===== src/rtl/draw_pkg.sv =====
// Shared definitions for the draw sequencer: FSM state encoding, colour width,
// requester IDs, default screen geometry and the round-robin arbitration rule.
package draw_pkg;

  localparam int COLOUR_W     = 3;
  localparam int DEF_X_W      = 8;
  localparam int DEF_Y_W      = 7;
  localparam int DEF_SCREEN_W = 160;
  localparam int DEF_SCREEN_H = 120;

  typedef enum logic [1:0] {
    ST_IDLE  = 2'd0,
    ST_CLEAR = 2'd1,
    ST_DRAW  = 2'd2,
    ST_DONE  = 2'd3
  } state_t;

  typedef enum logic {
    REQ_CLR = 1'b0,
    REQ_SPR = 1'b1
  } req_id_t;

  // Winner among pending requesters; on contention the one not granted last wins.
  function automatic req_id_t arbitrate(input logic clr, input logic spr, input req_id_t last);
    req_id_t win;
    if (clr && spr) begin
      win = (last == REQ_CLR) ? REQ_SPR : REQ_CLR;
    end else if (clr) begin
      win = REQ_CLR;
    end else begin
      win = REQ_SPR;
    end
    return win;
  endfunction

endpackage


===== src/rtl/raster_counter.sv =====
// Nested raster offset counter: i runs 0..w-1 (inner), j runs 0..h-1 (outer).
// Extents are captured on load; last flags the final offset pair, or an empty
// (zero-width or zero-height) area so the scan terminates after one step.
module raster_counter #(
  parameter int X_W = 8,
  parameter int Y_W = 7
) (
  input  logic           clk,
  input  logic           reset,
  input  logic           load,
  input  logic           en,
  input  logic [X_W-1:0] w_in,
  input  logic [Y_W-1:0] h_in,
  output logic [X_W-1:0] i,
  output logic [Y_W-1:0] j,
  output logic           last,
  output logic           empty
);

  logic [X_W-1:0] i_q, w_q;
  logic [Y_W-1:0] j_q, h_q;
  logic           empty_q;
  logic           i_end, j_end;

  assign i_end = (i_q == w_q - 1'b1);
  assign j_end = (j_q == h_q - 1'b1);
  assign last  = empty_q | (i_end & j_end);
  assign empty = empty_q;
  assign i     = i_q;
  assign j     = j_q;

  // Capture extents on load, then step x first and wrap into the next row.
  always_ff @(posedge clk or negedge reset) begin
    if (!reset) begin
      i_q     <= '0;
      j_q     <= '0;
      w_q     <= '0;
      h_q     <= '0;
      empty_q <= 1'b0;
    end else if (load) begin
      i_q     <= '0;
      j_q     <= '0;
      w_q     <= w_in;
      h_q     <= h_in;
      empty_q <= (w_in == '0) || (h_in == '0);
    end else if (en) begin
      if (i_end) begin
        i_q <= '0;
        j_q <= j_q + 1'b1;
      end else begin
        i_q <= i_q + 1'b1;
      end
    end
  end

endmodule


===== src/rtl/draw_sequencer.sv =====
// Pixel draw sequencer: arbitrates a full-screen clear and a rectangle draw,
// then emits one pixel write per cycle in raster order.
// Build option: DRAW_CLIP_EN -- off-screen pixels are scanned with plot low
// instead of being written at coordinates truncated to the output width.
//
// state    | meaning
// ---------+-----------------------------------------------------------
// ST_IDLE  | waiting; the only state in which requests are sampled
// ST_CLEAR | scanning the whole screen with the latched clear colour
// ST_DRAW  | scanning the latched rectangle (one step if it is empty)
// ST_DONE  | one-cycle completion pulse, then back to ST_IDLE
module draw_sequencer
  import draw_pkg::*;
#(
  parameter int X_W      = DEF_X_W,
  parameter int Y_W      = DEF_Y_W,
  parameter int SCREEN_W = DEF_SCREEN_W,
  parameter int SCREEN_H = DEF_SCREEN_H
) (
  input  logic                clk,
  input  logic                reset,
  input  logic                clr_req,
  input  logic [COLOUR_W-1:0] clr_colour,
  input  logic                spr_req,
  input  logic [X_W-1:0]      spr_x,
  input  logic [Y_W-1:0]      spr_y,
  input  logic [X_W-1:0]      spr_w,
  input  logic [Y_W-1:0]      spr_h,
  input  logic [COLOUR_W-1:0] spr_colour,
  output logic                clr_gnt,
  output logic                spr_gnt,
  output logic                busy,
  output logic                done,
  output logic                plot,
  output logic [X_W-1:0]      x,
  output logic [Y_W-1:0]      y,
  output logic [COLOUR_W-1:0] colour
);

  state_t              state_q, state_d;
  req_id_t             last_gnt_q, winner;
  logic                first_q, accept, scan_en, on_screen;
  logic [X_W-1:0]      base_x_q, rc_i, load_w;
  logic [Y_W-1:0]      base_y_q, rc_j, load_h;
  logic [COLOUR_W-1:0] colour_q;
  logic                rc_last, rc_empty;
  logic [X_W:0]        x_sum;
  logic [Y_W:0]        y_sum;

  assign winner = arbitrate(clr_req, spr_req, last_gnt_q);
  assign load_w = (winner == REQ_CLR) ? X_W'(SCREEN_W) : spr_w;
  assign load_h = (winner == REQ_CLR) ? Y_W'(SCREEN_H) : spr_h;

  raster_counter #(
    .X_W (X_W),
    .Y_W (Y_W)
  ) u_raster (
    .clk   (clk),
    .reset (reset),
    .load  (accept),
    .en    (scan_en),
    .w_in  (load_w),
    .h_in  (load_h),
    .i     (rc_i),
    .j     (rc_j),
    .last  (rc_last),
    .empty (rc_empty)
  );

  // Sums carry one extra bit so an overflow past the screen edge is visible
  // to the clip test rather than silently wrapping first.
  assign x_sum = {1'b0, base_x_q} + {1'b0, rc_i};
  assign y_sum = {1'b0, base_y_q} + {1'b0, rc_j};
  assign x     = X_W'(x_sum);
  assign y     = Y_W'(y_sum);

`ifdef DRAW_CLIP_EN
  localparam logic [X_W:0] SCR_W_EXT = (X_W+1)'(SCREEN_W);
  localparam logic [Y_W:0] SCR_H_EXT = (Y_W+1)'(SCREEN_H);
  assign on_screen = (x_sum < SCR_W_EXT) && (y_sum < SCR_H_EXT);
`else
  assign on_screen = 1'b1;
`endif

  assign clr_gnt = first_q && (state_q == ST_CLEAR);
  assign spr_gnt = first_q && (state_q == ST_DRAW);
  assign colour  = colour_q;

  // State register.
  always_ff @(posedge clk or negedge reset) begin
    if (!reset) state_q <= ST_IDLE;
    else        state_q <= state_d;
  end

  // Operand capture at acceptance, first-cycle grant flag and round-robin history.
  always_ff @(posedge clk or negedge reset) begin
    if (!reset) begin
      first_q    <= 1'b0;
      last_gnt_q <= REQ_SPR;
      base_x_q   <= '0;
      base_y_q   <= '0;
      colour_q   <= '0;
    end else begin
      first_q <= accept;
      if (accept) begin
        last_gnt_q <= winner;
        if (winner == REQ_CLR) begin
          base_x_q <= '0;
          base_y_q <= '0;
          colour_q <= clr_colour;
        end else begin
          base_x_q <= spr_x;
          base_y_q <= spr_y;
          colour_q <= spr_colour;
        end
      end
    end
  end

  // Next-state and output decode.
  always_comb begin
    state_d = state_q;
    accept  = 1'b0;
    scan_en = 1'b0;
    plot    = 1'b0;
    busy    = 1'b0;
    done    = 1'b0;
    case (state_q)
      ST_IDLE: begin
        if (clr_req || spr_req) begin
          accept  = 1'b1;
          state_d = (winner == REQ_CLR) ? ST_CLEAR : ST_DRAW;
        end
      end
      ST_CLEAR, ST_DRAW: begin
        busy    = 1'b1;
        scan_en = 1'b1;
        plot    = !rc_empty && on_screen;
        if (rc_last) state_d = ST_DONE;
      end
      ST_DONE: begin
        busy    = 1'b1;
        done    = 1'b1;
        state_d = ST_IDLE;
      end
      default: state_d = ST_IDLE;
    endcase
  end

endmodule

===== config.mk =====
export PLATFORM = sky130hd
export DESIGN_NAME = draw_sequencer
export DESIGN_NICKNAME = d
export VERILOG_FILES = /design/src/rtl/draw_pkg.sv /design/src/rtl/raster_counter.sv /design/src/rtl/draw_sequencer.sv
export SDC_FILE = /design/constraint.sdc
export NUM_CORES = 1
export LEC_CHECK = 0
export ABC_AREA = 1
export CAP_MARGIN = 20
export CORE_AREA = 2 2 83 85
export CTS_CLUSTER_DIAMETER = 120
export CTS_CLUSTER_SIZE = 20
export DETAILED_ROUTE_END_ITERATION = 16
export DIE_AREA = 0 0 85 87
export PLACE_DENSITY = 0.8
export REMOVE_ABC_BUFFERS = 1
export SLEW_MARGIN = 30
export SYNTH_ARGS = -nofsm -noshare
export SYNTH_HDL_FRONTEND = slang
export SYNTH_SLANG_ARGS = --single-unit

===== constraint.sdc =====
create_clock -name clk -period 6.8 [get_ports clk]
set_input_delay 1.7 -clock clk [delete_from_list [all_inputs] [get_ports clk]]
set_output_delay 1.7 -clock clk [all_outputs]
set_load 0.02 [all_outputs]

==> results.txt <==
The global-route wire length before repair is 12900 um. The sequential share of power is 29.7%. The worst setup path is captured at an output pin. The first-pass detailed-route iteration total is 4.

The count of pins over their slew limit is 0. The combinational fraction of design power came out at 59.2%. The total number of nets in the final design is 559. The number of clock sinks came out at 53. In this run, synthesis produced a sequential element count of 53.

The latest clock arrival within the worst-skew pair came out at 300 ps. The worst ir drop on vdd is 0.257 mV. The number of antenna violations at the first check in global routing came out at 0.

The placed wire-length estimate is 5550 um. The leakage power of the design is 0.00205 uW. In this run the standard cell core region covers 6570 um2. The analysis attributes to net switching a power of 881 uW. On the final layout, the worst clock skew is 9.42 ps.

The global-route congestion overflow total came out at 0. The peak clock frequency supported by timing is 222 MHz. The measured slew at the worst slew-check pin is 663 ps. Of all nets on the critical path, the largest fanout is 7. The total I/O pin count came out at 63.

The final setup violation count is 0. The final setup TNS came out at 0 ps. Entering global routing, the biggest net connects 54 pins.

The die covers 7400 um2. The final instance area is 4210 um2. Of all cell types, the one taking the most synthesized area is sky130_fd_sc_hd__dfrtp_1. The number of different library cells used by synthesis comes to 32. By count the netlist is led by 108 x sky130_fd_sc_hd__nand2_1, 52 x sky130_fd_sc_hd__dfrtp_1, 52 x sky130_fd_sc_hd__nor2_1. The number of resized instances in the post-cts repair step is 0.

The internal power is 1030 uW. The final antenna diode count is 0. In this run the remaining antenna-violating nets after routing total 0. TritonCTS built the clock tree. The worst min-delay path category is reg2reg. The sequential element share of the synthesized area came out at 38.9%. The routability congestion estimate from global placement came out at 0.845. Summed over all layers, the routed wires come to 7450 um. The number of buffers inserted during clock tree synthesis is 5. The most common cell in the synthesized netlist is sky130_fd_sc_hd__nand2_1. The via total after detailed routing is 2979. The fraction of synthesized cell area taken by the top area cell type came out at 38.2%. The initial DRC count came out at 94. The critical path in this run is classified as reg2out. In the synthesized netlist the dominant register cell turns out to be sky130_fd_sc_hd__dfrtp_1. The signal arrival time at the worst endpoint is 2790 ps. The instance count of the mapped netlist came out at 433. The power density over the cells came out at 455 nW/um2.

The mapped cell area came out at 3410 um2. STA classifies the critical path startpoint as a register. The cell area reported after detailed placement is 4100 um2. The number of hold-repair buffers added at the cts stage came out at 0.

Setup repair after global routing left no endpoint under its margin. The routed wirelength normalized by instance count came out at 12.9 um. The area growth from synthesis to layout came out at 23.4%.

The register cell area after layout came out at 1330 um2. Net switching is 46.0% of the power. The number of cell rows is 30.

The initial core utilization is 51.9%. The flow ran to the end, and the final reports show no timing, DRC or antenna violations. The number of enable-type register cells in the synthesized netlist is 0.

Yosys attributes the largest share of cell area to sky130_fd_sc_hd__dfrtp_1 38%, sky130_fd_sc_hd__nand2_1 12%, sky130_fd_sc_hd__ha_1 8.1%, sky130_fd_sc_hd__xor2_1 5.9%, sky130_fd_sc_hd__nor2_1 5.7%. The via count of the first global-routing pass came out at 2883. The clock tree buffer depth came out at 2. During placement, the flow inserted port buffers numbering 62. The final hold violation count is 0. The H-tree depth is 2. Cells with a size suffix above 1 make up 4.03% of the layout.

The clock share of power came out at 11.1%. The synthesized area per cell is 7.87 um2. The routed design could run at a clock period as short as 4490 ps. The area taken by multi-input logic gates came out at 1860 um2. Across the run, the number of max-cap violations was 0.

The chip height is 87 um. The remaining design rule violation count is 0. The aggregate global-route resource usage is 21.5%.

After detailed routing, the number of vias per cell comes to 5.17. The total power came out at 1910 uW. The critical path required time came out at 5100 ps. Yosys printed 0 warnings. The post-CTS setup buffer count is 0.

The die extent in x is 85 um. The number of fillers in the final layout is 560. The final period utilization came out at 66.1%.

The cell at the root of the clock tree is sky130_fd_sc_hd__clkbuf_8. The share of flip-flops with an asynchronous set or reset after synthesis came out at 100%. The tightest slew margin relative to the limit is 55.8%.

Clock-pin slew was measured on the worst setup and hold paths at 90 ps.
kinds of logic after synthesis:
| family | Yosys count | share of synthesized area [%] |
|---|---|---|
| DFF | 53 | 38.9 |
| xor gates and xnor gates | 33 | 8.48 |
| AOI/OAI and AO/OA | 60 | 10.6 |
| adders and majority gates | 24 | 9.25 |
| buffers and inverters | 58 | 6.72 |
| and+or+nand+nor | 205 | 26.1 |
cell type report:
| type | instances | area share [%] |
|---|---|---|
| Clock inverter | 2 | 0.922 |
| Multi-Input combinational cell | 322 | 44.2 |
| Clock buffer | 6 | 1.72 |
| Inverter | 50 | 4.46 |
| Timing Repair Buffer | 63 | 14.8 |
| Sequential cell | 53 | 31.5 |
| Tap cell | 80 | 2.38 |
flip-flops by register name, indices dropped and copies added, names as in the netlist:
register / flops
base_x_q: 8
u_raster.i: 8
u_raster.w_q: 8
base_y_q: 7
u_raster.h_q: 7
u_raster.j: 7
colour: 3
state_q: 2
first_q: 1
last_gnt_q: 1
u_raster.empty: 1
path summary, 6_finish.rpt:
kind | to | cells past startpoint | startpoint | slack (ps)
worst max-delay path | y[6] | 9 | u_raster.j[0]$_DFFE_PN0P_ | 2310
worst min-delay path | colour[0]$_DFFE_PN0P_ | 2 | colour[0]$_DFFE_PN0P_ | 500
worst max register to register | u_raster.h_q[4]$_DFFE_PN0P_ | 9 | state_q[1]$_DFFE_PN0P_ | 4150
worst min register to register | colour[0]$_DFFE_PN0P_ | 2 | colour[0]$_DFFE_PN0P_ | 500
max in group asynchronous | u_raster.j[5]$_DFFE_PN0P_ | 2 | reset | 4850
min in group asynchronous | base_x_q[4]$_DFFE_PN0P_ | 2 | reset | 1500
layer usage:
layer / part of all wire (%) / global-route usage (%)
met5: 0 / 0
met4: 1.2 / 5.77
met3: 3.5 / 2.84
met2: 51 / 39.1
met1: 45 / 26.8
critical path: stages (launching register included):
cell,delay [ps]
sky130_fd_sc_hd__dfrtp_1,500
sky130_fd_sc_hd__ha_1,220
sky130_fd_sc_hd__inv_1,50
sky130_fd_sc_hd__fa_1,390
sky130_fd_sc_hd__o21ai_0,300
sky130_fd_sc_hd__a21oi_1,110
sky130_fd_sc_hd__nor2_1,100
sky130_fd_sc_hd__nor2_1,60
sky130_fd_sc_hd__xor2_1,140
sky130_fd_sc_hd__clkdlybuf4s50_1,630
stage by stage:
| stage | util, % | instances | setup WS, ps | hold WS [ps] |
|---|---|---|---|---|
| floorplan | - | 425 | 3240 | 474 |
| finish | 64.1 | 576 | 2310 | 498 |
| global route | 64.1 | 576 | 2080 | 537 |
| CTS | 64.1 | 576 | 2290 | 500 |
| detailed placement | 62.4 | 568 | 2660 | 477 |
| global placement | 62.3 | 568 | 2460 | 481 |
placed cells by master, fill, tap and decap left out, types with 2 or more instances in the layout:
| master | instances |
|---|---|
| sky130_fd_sc_hd__nand2_1 | 108 |
| sky130_fd_sc_hd__o21ai_0 | 30 |
| sky130_fd_sc_hd__nor3_1 | 4 |
| sky130_fd_sc_hd__nor2_4 | 4 |
| sky130_fd_sc_hd__nand3_1 | 21 |
| sky130_fd_sc_hd__nand3b_1 | 2 |
| sky130_fd_sc_hd__nand4_1 | 7 |
| sky130_fd_sc_hd__nor2_1 | 52 |
| sky130_fd_sc_hd__xnor2_1 | 10 |
| sky130_fd_sc_hd__inv_1 | 49 |
| sky130_fd_sc_hd__xor2_1 | 23 |
| sky130_fd_sc_hd__o21ai_1 | 2 |
| sky130_fd_sc_hd__ha_1 | 22 |
| sky130_fd_sc_hd__dfrtp_1 | 52 |
| sky130_fd_sc_hd__clkbuf_8 | 5 |
| sky130_fd_sc_hd__clkdlybuf4s50_1 | 61 |
| sky130_fd_sc_hd__a22o_1 | 14 |
| sky130_fd_sc_hd__fa_1 | 2 |
| sky130_fd_sc_hd__nor2_2 | 3 |
| sky130_fd_sc_hd__a21oi_1 | 11 |
power groups by stage:
stage                     sequential [uW]  combinational, uW  clock, uW
after floorplan                       549                766          0
after global placement                569               1100          0
after detailed placement              573               1140          0
after CTS                             568               1140        217
after global routing                  588               1270        229
final                                 569               1130        212
Power figures use the tool's default switching activity.
